<file path="src/rtl/combat_resolver.sv">
// combat_resolver
//   Two-player hit/shield resolution with a FIGHT/KO match state machine.
//   Each cycle in FIGHT, both attack requests are evaluated against range,
//   facing and the defender's action. Health, shield and hit_event update one
//   clock edge after the sampled request. A free-running counter periodically
//   recharges shields. Reaching zero health moves the match to KO, where
//   everything is frozen until a restart pulse.
//
//   Optional feature: define COMBAT_CHIP_DAMAGE_EN so that a fully blocked
//   hit also removes 1 health point (saturating, can cause KO).
//
// Ports
//   clk, reset                          clock, synchronous active-high reset
//   p0_attack_request/p1_attack_request one-cycle attack pulse per player
//   p0_action/p1_action [6:0]           bit 6 facing (0 right, 1 left),
//                                       bits 5:0 one-hot {STANDING,PUNCHING,
//                                       JUMPING,SHIELDING,CROUCHING,WALKING}
//   p0_x/p1_x [9:0]                     horizontal positions (pixels)
//   restart                             rematch pulse, honoured only in KO
//   p0/p1_health, p0/p1_shield [7:0]    registered current values
//   hit_event [1:0]                     bit n: player n took a connected hit
//   game_over, winner, draw             match result flags
module combat_resolver #(
    parameter logic [7:0]  DAMAGE          = 8'd10,
    parameter logic [7:0]  SHIELD_COST     = 8'd20,
    parameter logic [9:0]  HIT_RANGE       = 10'd40,
    parameter logic [31:0] RECHARGE_PERIOD = 32'd12_500_000,
    parameter logic [7:0]  MAX_HEALTH      = 8'd100,
    parameter logic [7:0]  MAX_SHIELD      = 8'd100
) (
    input  logic       clk,
    input  logic       reset,
    input  logic       p0_attack_request,
    input  logic       p1_attack_request,
    input  logic [6:0] p0_action,
    input  logic [6:0] p1_action,
    input  logic [9:0] p0_x,
    input  logic [9:0] p1_x,
    input  logic       restart,
    output logic [7:0] p0_health,
    output logic [7:0] p1_health,
    output logic [7:0] p0_shield,
    output logic [7:0] p1_shield,
    output logic [1:0] hit_event,
    output logic       game_over,
    output logic       winner,
    output logic       draw
);

    typedef enum logic {FIGHT, KO} state_t;

    localparam int unsigned ACT_FACING    = 6;
    localparam int unsigned ACT_JUMPING   = 3;
    localparam int unsigned ACT_SHIELDING = 2;

    state_t      state_q, state_d;
    logic [31:0] recharge_cnt;
    logic        recharge_wrap;
    logic [9:0]  distance;
    logic        in_range;
    logic        p0_faces_p1, p1_faces_p0;
    logic        hit_on_p0, hit_on_p1;
    logic [7:0]  p0_health_n, p1_health_n, p0_shield_n, p1_shield_n;

    // Only facing, JUMPING and SHIELDING bits influence resolution.
    logic unused_action_bits;
    assign unused_action_bits = ^{p0_action[5:4], p0_action[1:0],
                                  p1_action[5:4], p1_action[1:0]};

    function automatic logic [7:0] sat_sub(input logic [7:0] a, input logic [7:0] b);
        return (a > b) ? a - b : '0;
    endfunction

    // Returns {health, shield} for one defender after this cycle's events.
    function automatic logic [15:0] resolve(input logic [7:0] hp, input logic [7:0] sh,
                                            input logic hit, input logic shielding,
                                            input logic recharge);
        logic [7:0] h;
        logic [7:0] s;
        h = hp;
        s = sh;
        if (hit) begin
            if (shielding) begin
                if (sh >= SHIELD_COST) begin
                    s = sh - SHIELD_COST;
`ifdef COMBAT_CHIP_DAMAGE_EN
                    h = sat_sub(hp, 8'd1);
`endif
                end else begin
                    s = '0;
                    h = sat_sub(hp, DAMAGE >> 1);
                end
            end else begin
                h = sat_sub(hp, DAMAGE);
            end
        end else if (recharge && !shielding && sh < MAX_SHIELD) begin
            s = sh + 8'd1;
        end
        return {h, s};
    endfunction

    always_comb begin
        distance      = (p0_x >= p1_x) ? p0_x - p1_x : p1_x - p0_x;
        in_range      = (distance <= HIT_RANGE);
        // Equal positions satisfy both facing directions.
        p0_faces_p1   = p0_action[ACT_FACING] ? (p1_x <= p0_x) : (p1_x >= p0_x);
        p1_faces_p0   = p1_action[ACT_FACING] ? (p0_x <= p1_x) : (p0_x >= p1_x);
        hit_on_p1     = (state_q == FIGHT) && p0_attack_request && in_range &&
                        p0_faces_p1 && !p1_action[ACT_JUMPING];
        hit_on_p0     = (state_q == FIGHT) && p1_attack_request && in_range &&
                        p1_faces_p0 && !p0_action[ACT_JUMPING];
        recharge_wrap = (recharge_cnt == RECHARGE_PERIOD - 32'd1);
        {p0_health_n, p0_shield_n} = resolve(p0_health, p0_shield, hit_on_p0,
                                             p0_action[ACT_SHIELDING], recharge_wrap);
        {p1_health_n, p1_shield_n} = resolve(p1_health, p1_shield, hit_on_p1,
                                             p1_action[ACT_SHIELDING], recharge_wrap);
    end

    always_comb begin
        state_d = state_q;
        case (state_q)
            FIGHT: if (p0_health_n == '0 || p1_health_n == '0) state_d = KO;
            KO:    if (restart) state_d = FIGHT;
            default: state_d = FIGHT;
        endcase
    end

    always_ff @(posedge clk) begin
        if (reset) state_q <= FIGHT;
        else       state_q <= state_d;
    end

    always_ff @(posedge clk) begin
        if (reset) begin
            p0_health    <= MAX_HEALTH;
            p1_health    <= MAX_HEALTH;
            p0_shield    <= MAX_SHIELD;
            p1_shield    <= MAX_SHIELD;
            recharge_cnt <= '0;
            hit_event    <= '0;
            game_over    <= 1'b0;
            winner       <= 1'b0;
            draw         <= 1'b0;
        end else if (state_q == FIGHT) begin
            p0_health    <= p0_health_n;
            p1_health    <= p1_health_n;
            p0_shield    <= p0_shield_n;
            p1_shield    <= p1_shield_n;
            hit_event    <= {hit_on_p1, hit_on_p0};
            recharge_cnt <= recharge_wrap ? '0 : recharge_cnt + 32'd1;
            if (state_d == KO) begin
                game_over <= 1'b1;
                draw      <= (p0_health_n == '0) && (p1_health_n == '0);
                winner    <= (p0_health_n == '0) && (p1_health_n != '0);
            end
        end else begin
            hit_event <= '0;
            if (restart) begin
                p0_health    <= MAX_HEALTH;
                p1_health    <= MAX_HEALTH;
                p0_shield    <= MAX_SHIELD;
                p1_shield    <= MAX_SHIELD;
                recharge_cnt <= '0;
                game_over    <= 1'b0;
                winner       <= 1'b0;
                draw         <= 1'b0;
            end
        end
    end

endmodule

</file>
<file path="config.mk">
export PLATFORM = sky130hd
export DESIGN_NAME = combat_resolver
export DESIGN_NICKNAME = d
export VERILOG_FILES = /design/src/rtl/combat_resolver.sv
export SDC_FILE = /design/constraint.sdc
export NUM_CORES = 1
export LEC_CHECK = 0
export ABC_AREA = 1
export ABC_CLOCK_PERIOD_IN_PS = 6700
export CAP_MARGIN = 30
export CORE_UTILIZATION = 61
export CTS_BUF_LIST = sky130_fd_sc_hd__clkbuf_16
export DETAILED_ROUTE_END_ITERATION = 10
export PLACE_DENSITY = 0.88
export SLEW_MARGIN = 20
export SYNTH_ARGS = -nofsm -noshare
export SYNTH_HDL_FRONTEND = slang
export SYNTH_SLANG_ARGS = --single-unit
</file>
<file path="constraint.sdc">
create_clock -name clk -period 6.7 [get_ports clk]
set_input_delay 1.34 -clock clk [delete_from_list [all_inputs] [get_ports clk]]
set_output_delay 1.34 -clock clk [all_outputs]
set_load 0.1 [all_outputs]
</file>
==> results.py <==
metrics = {
    "floorplanning": {
        "core_area_mm2": 0.009371,
        "die_height_um": 100.9,
        "pin_count": 76,
        "dieArea_mm2": 0.01017,
        "die_w_um": 100.9,
        "start_util_pct": 63.62,
        "fp-row-count": 35,
    },
    "timing": {
        "finalCriticalPeriod_ps": 4368,
        "skew_ps": 6.145,
        "rsz0062_at_grt": "no",
        "finalCritPeriodShare_pct": 65.19,
        "finalSetupTns_ps": 0,
        "relSlewSlack_pct": 34.54,
        "fmax_mhz": 229.0,
        "slew_violations": 0,
        "tightest_slew_ps": 978.8,
        "setup_viol": 0,
        "hold_viol": 0,
    },
    "power": {
        "switchingPower_mw": 0.3179,
        "power.density_mw_per_mm2": 150.8,
        "pwr-share-clk_pct": 41.6,
        "ir_worst_vdd_mv": 0.09410,
        "switching_share_pct": 30.18,
        "power.static_leakage_nw": 3.179,
        "internal-power_mw": 0.7353,
        "p_comb_share_pct": 18.1,
        "p_seq_share_pct": 40.3,
    },
    "critical_path": {
        "cp_max_fo": 18,
        "crit_chain": "clkdlybuf4s50_1 -> inv_1 -> ha_1 -> a21oi_1 -> nand2_1 -> nand2_1 -> nand4_2 -> nor2_1 -> nand2_1 -> inv_1 -> nand2_1 -> nand2_4 -> nand2_4 -> nand2_2 -> nor2_1 -> nor2_1 -> inv_1 -> o21ai_0 -> a21oi_1",
        "reg2reg_depth": 11,
        "path_class": "in -> reg",
        "end_kind": "register",
        "crit_required_ps": 6920,
        "slowest_stage": "clkdlybuf4s50_1",
        "cp.arrival_ps": 4590,
        "path_common_cell": "nand2_1",
        "cp-start-kind": "input port",
        "cpPeakStageDelay_ps": 480,
    },
    "placement": {
        "gp_congestion": 0.9138,
        "dp_hpwl_um": 11290,
        "port_buffers": 67,
    },
    "logic_synthesis": {
        "seq_area_frac_synth_pct": 23.50,
        "ys.flop_type": "dfxtp_1",
        "syn_inst": 952,
        "synth_nets": 1034,
        "ys_async_sr_fraction_pct": 0,
        "ys_ff_latch": 70,
        "avgSynthCellArea_um2": 6.263,
        "synth_edf_count": 0,
        "yosysUniqueCellTypes": 49,
        "syn_area_mm2": 0.005962,
        "synth-warning-count": 0,
    },
    "cells_and_area": {
        "n_antenna_cell": 0,
        "area_growth_pct": 17.17,
        "regArea_mm2": 0.001401,
        "final_nets": 1097,
        "layout_commonest_cell": "nand2_1",
        "final_core_util_pct": 74.54,
        "multi_input_area_mm2": 0.003894,
        "fillerInstances": 819,
        "layout-drive-gt1-share_pct": 5.294,
        "final_cell_mix": "nand2_1, inv_1, nand3_1",
    },
    "drt": {
        "ant_nets": 0,
        "dr.pass1.iters": 6,
        "viasPerCell": 5.630,
        "wl_um": 15250,
        "remaining_drc_errors": 0,
        "wl_per_cell_um": 13.27,
        "initialDrtViolationCount": 364,
        "detailroute.via_count": 6469,
    },
    "clocking": {
        "cts_max_path_buffers": 2,
        "cts_tree": "done",
        "numCtsBuffers": 9,
        "ctsHoldBuffers": 0,
        "cts_resized": 0,
        "clk_latency_ps": 340,
        "root_buffer": "clkbuf_16",
        "clk_pin_slew_ps": 60,
        "h-tree-depth": 3,
        "cts_setup_buffers": 0,
        "cts_sinks": 70,
    },
    "global_routing": {
        "grt_antenna_before_repair": 0,
        "grt_max_degree": 25,
        "grt_pass1_vias": 5790,
        "grtUsageTotal_pct": 31.12,
        "grt_first_pass_wirelength_um": 25680,
        "overflow": 0,
    },
    "worst_hold_path": {
        "worstHoldPathCells": 2,
        "hold_path.class": "reg -> reg",
    },
    "job": {
        "cap_violations": 0,
    },
    "status": {
        "outcome": "finished clean",
    },
}
-- synthesized netlist by cell type (all sizes together), types with 11 or more instances --
| cell | n | area [um2] |
|---|---|---|
| o21ai | 54 | 277.8 |
| a21oi | 61 | 309.1 |
| nand4 | 23 | 150.1 |
| xor2 | 27 | 236.5 |
| nor2 | 85 | 354.1 |
| inv | 152 | 570.6 |
| ha | 43 | 538.0 |
| dfxtp | 70 | 1401 |
| o22ai | 17 | 106.4 |
| nor3 | 15 | 91.34 |
| nand2 | 246 | 955.9 |
| clkbuf | 11 | 41.29 |
| nand3 | 77 | 395.4 |
-- routing by layer --
metal | vias to the layer above | share of wire (%) | global-route usage, %
met3 | 36 | 6.9 | 4.577
met4 | 0 | 2.2 | 10.14
met5 | - | 0 | 0
met2 | 280 | 46 | 52.37
li1 | 3280 | - | -
met1 | 2873 | 45 | 40.88
-- path summary, 6_finish.rpt --
check	from	end	slack, ps
max	p0_x[5]	p1_shield[7]$_SDFFE_PP0P_	2330
min	recharge_cnt[21]$_SDFFE_PP0P_	recharge_cnt[21]$_SDFFE_PP0P_	480
max reg2reg	recharge_cnt[0]$_SDFFE_PP0P_	recharge_cnt[12]$_SDFFE_PP0P_	3690
min reg2reg	recharge_cnt[21]$_SDFFE_PP0P_	recharge_cnt[21]$_SDFFE_PP0P_	480
-- final cells by class --
class                   count  area share [%]
inverters                 154           8.275
clock buffers               9           3.224
well taps                 129           2.311
multi-input cells         711           55.74
clock inverters             7          0.5732
flip-flops and latches     70           20.06
repair buffers             69           9.816
-- metrics by stage --
step	area (um2)	setup slack [ps]	cells	total power, mW	hold WS (ps)
after global placement	6720	2097	1133	0.6185	451.8
after global routing	6985	1971	1149	1.093	499.4
after detailed placement	6720	2018	1133	0.6216	463.8
after floorplan	5962	3071	952	0.5688	445.3
after CTS	6985	2364	1149	1.051	473.0
final	6985	2332	1149	1.053	476.1
-- state kept, by name (all words and copies together), names as in the netlist, 2 cells and up --
| register | count |
|---|---|
| recharge_cnt | 32 |
| p0_health | 8 |
| p0_shield | 8 |
| hit_event | 2 |
| p1_shield | 8 |
| p1_health | 8 |
-- worst max-delay path, delay by kind of cell --
kind	cells	cell delay [ps]
adder cells (fa/ha/maj)	1	380
buffers and inverters	4	790
AO/OA/AOI/OAI	3	630
AND/OR/NAND/NOR	11	1460
-- power groups by stage --
stage	registers, mW	clock network (mW)	logic, mW
floorplan	0.447	0	0.121
global placement	0.433	0	0.185
detailed placement	0.433	0	0.188
CTS	0.424	0.438	0.189
global route	0.425	0.454	0.214
finish	0.424	0.438	0.191
-- cell families (layout without fill, tap and decap cells) --
logic type / count (synthesis) / after routing / synth area share, %
AND/OR/NAND/NOR: 461 / 461 / 34.33
AO/OA/AOI/OAI: 180 / 180 / 17.99
buffers and inverters: 171 / 239 / 11.19
flip-flops: 70 / 70 / 23.50
adder cells (fa/ha/maj): 43 / 43 / 9.024
XOR/XNOR: 27 / 27 / 3.966
Power figures use the tool's default switching activity.
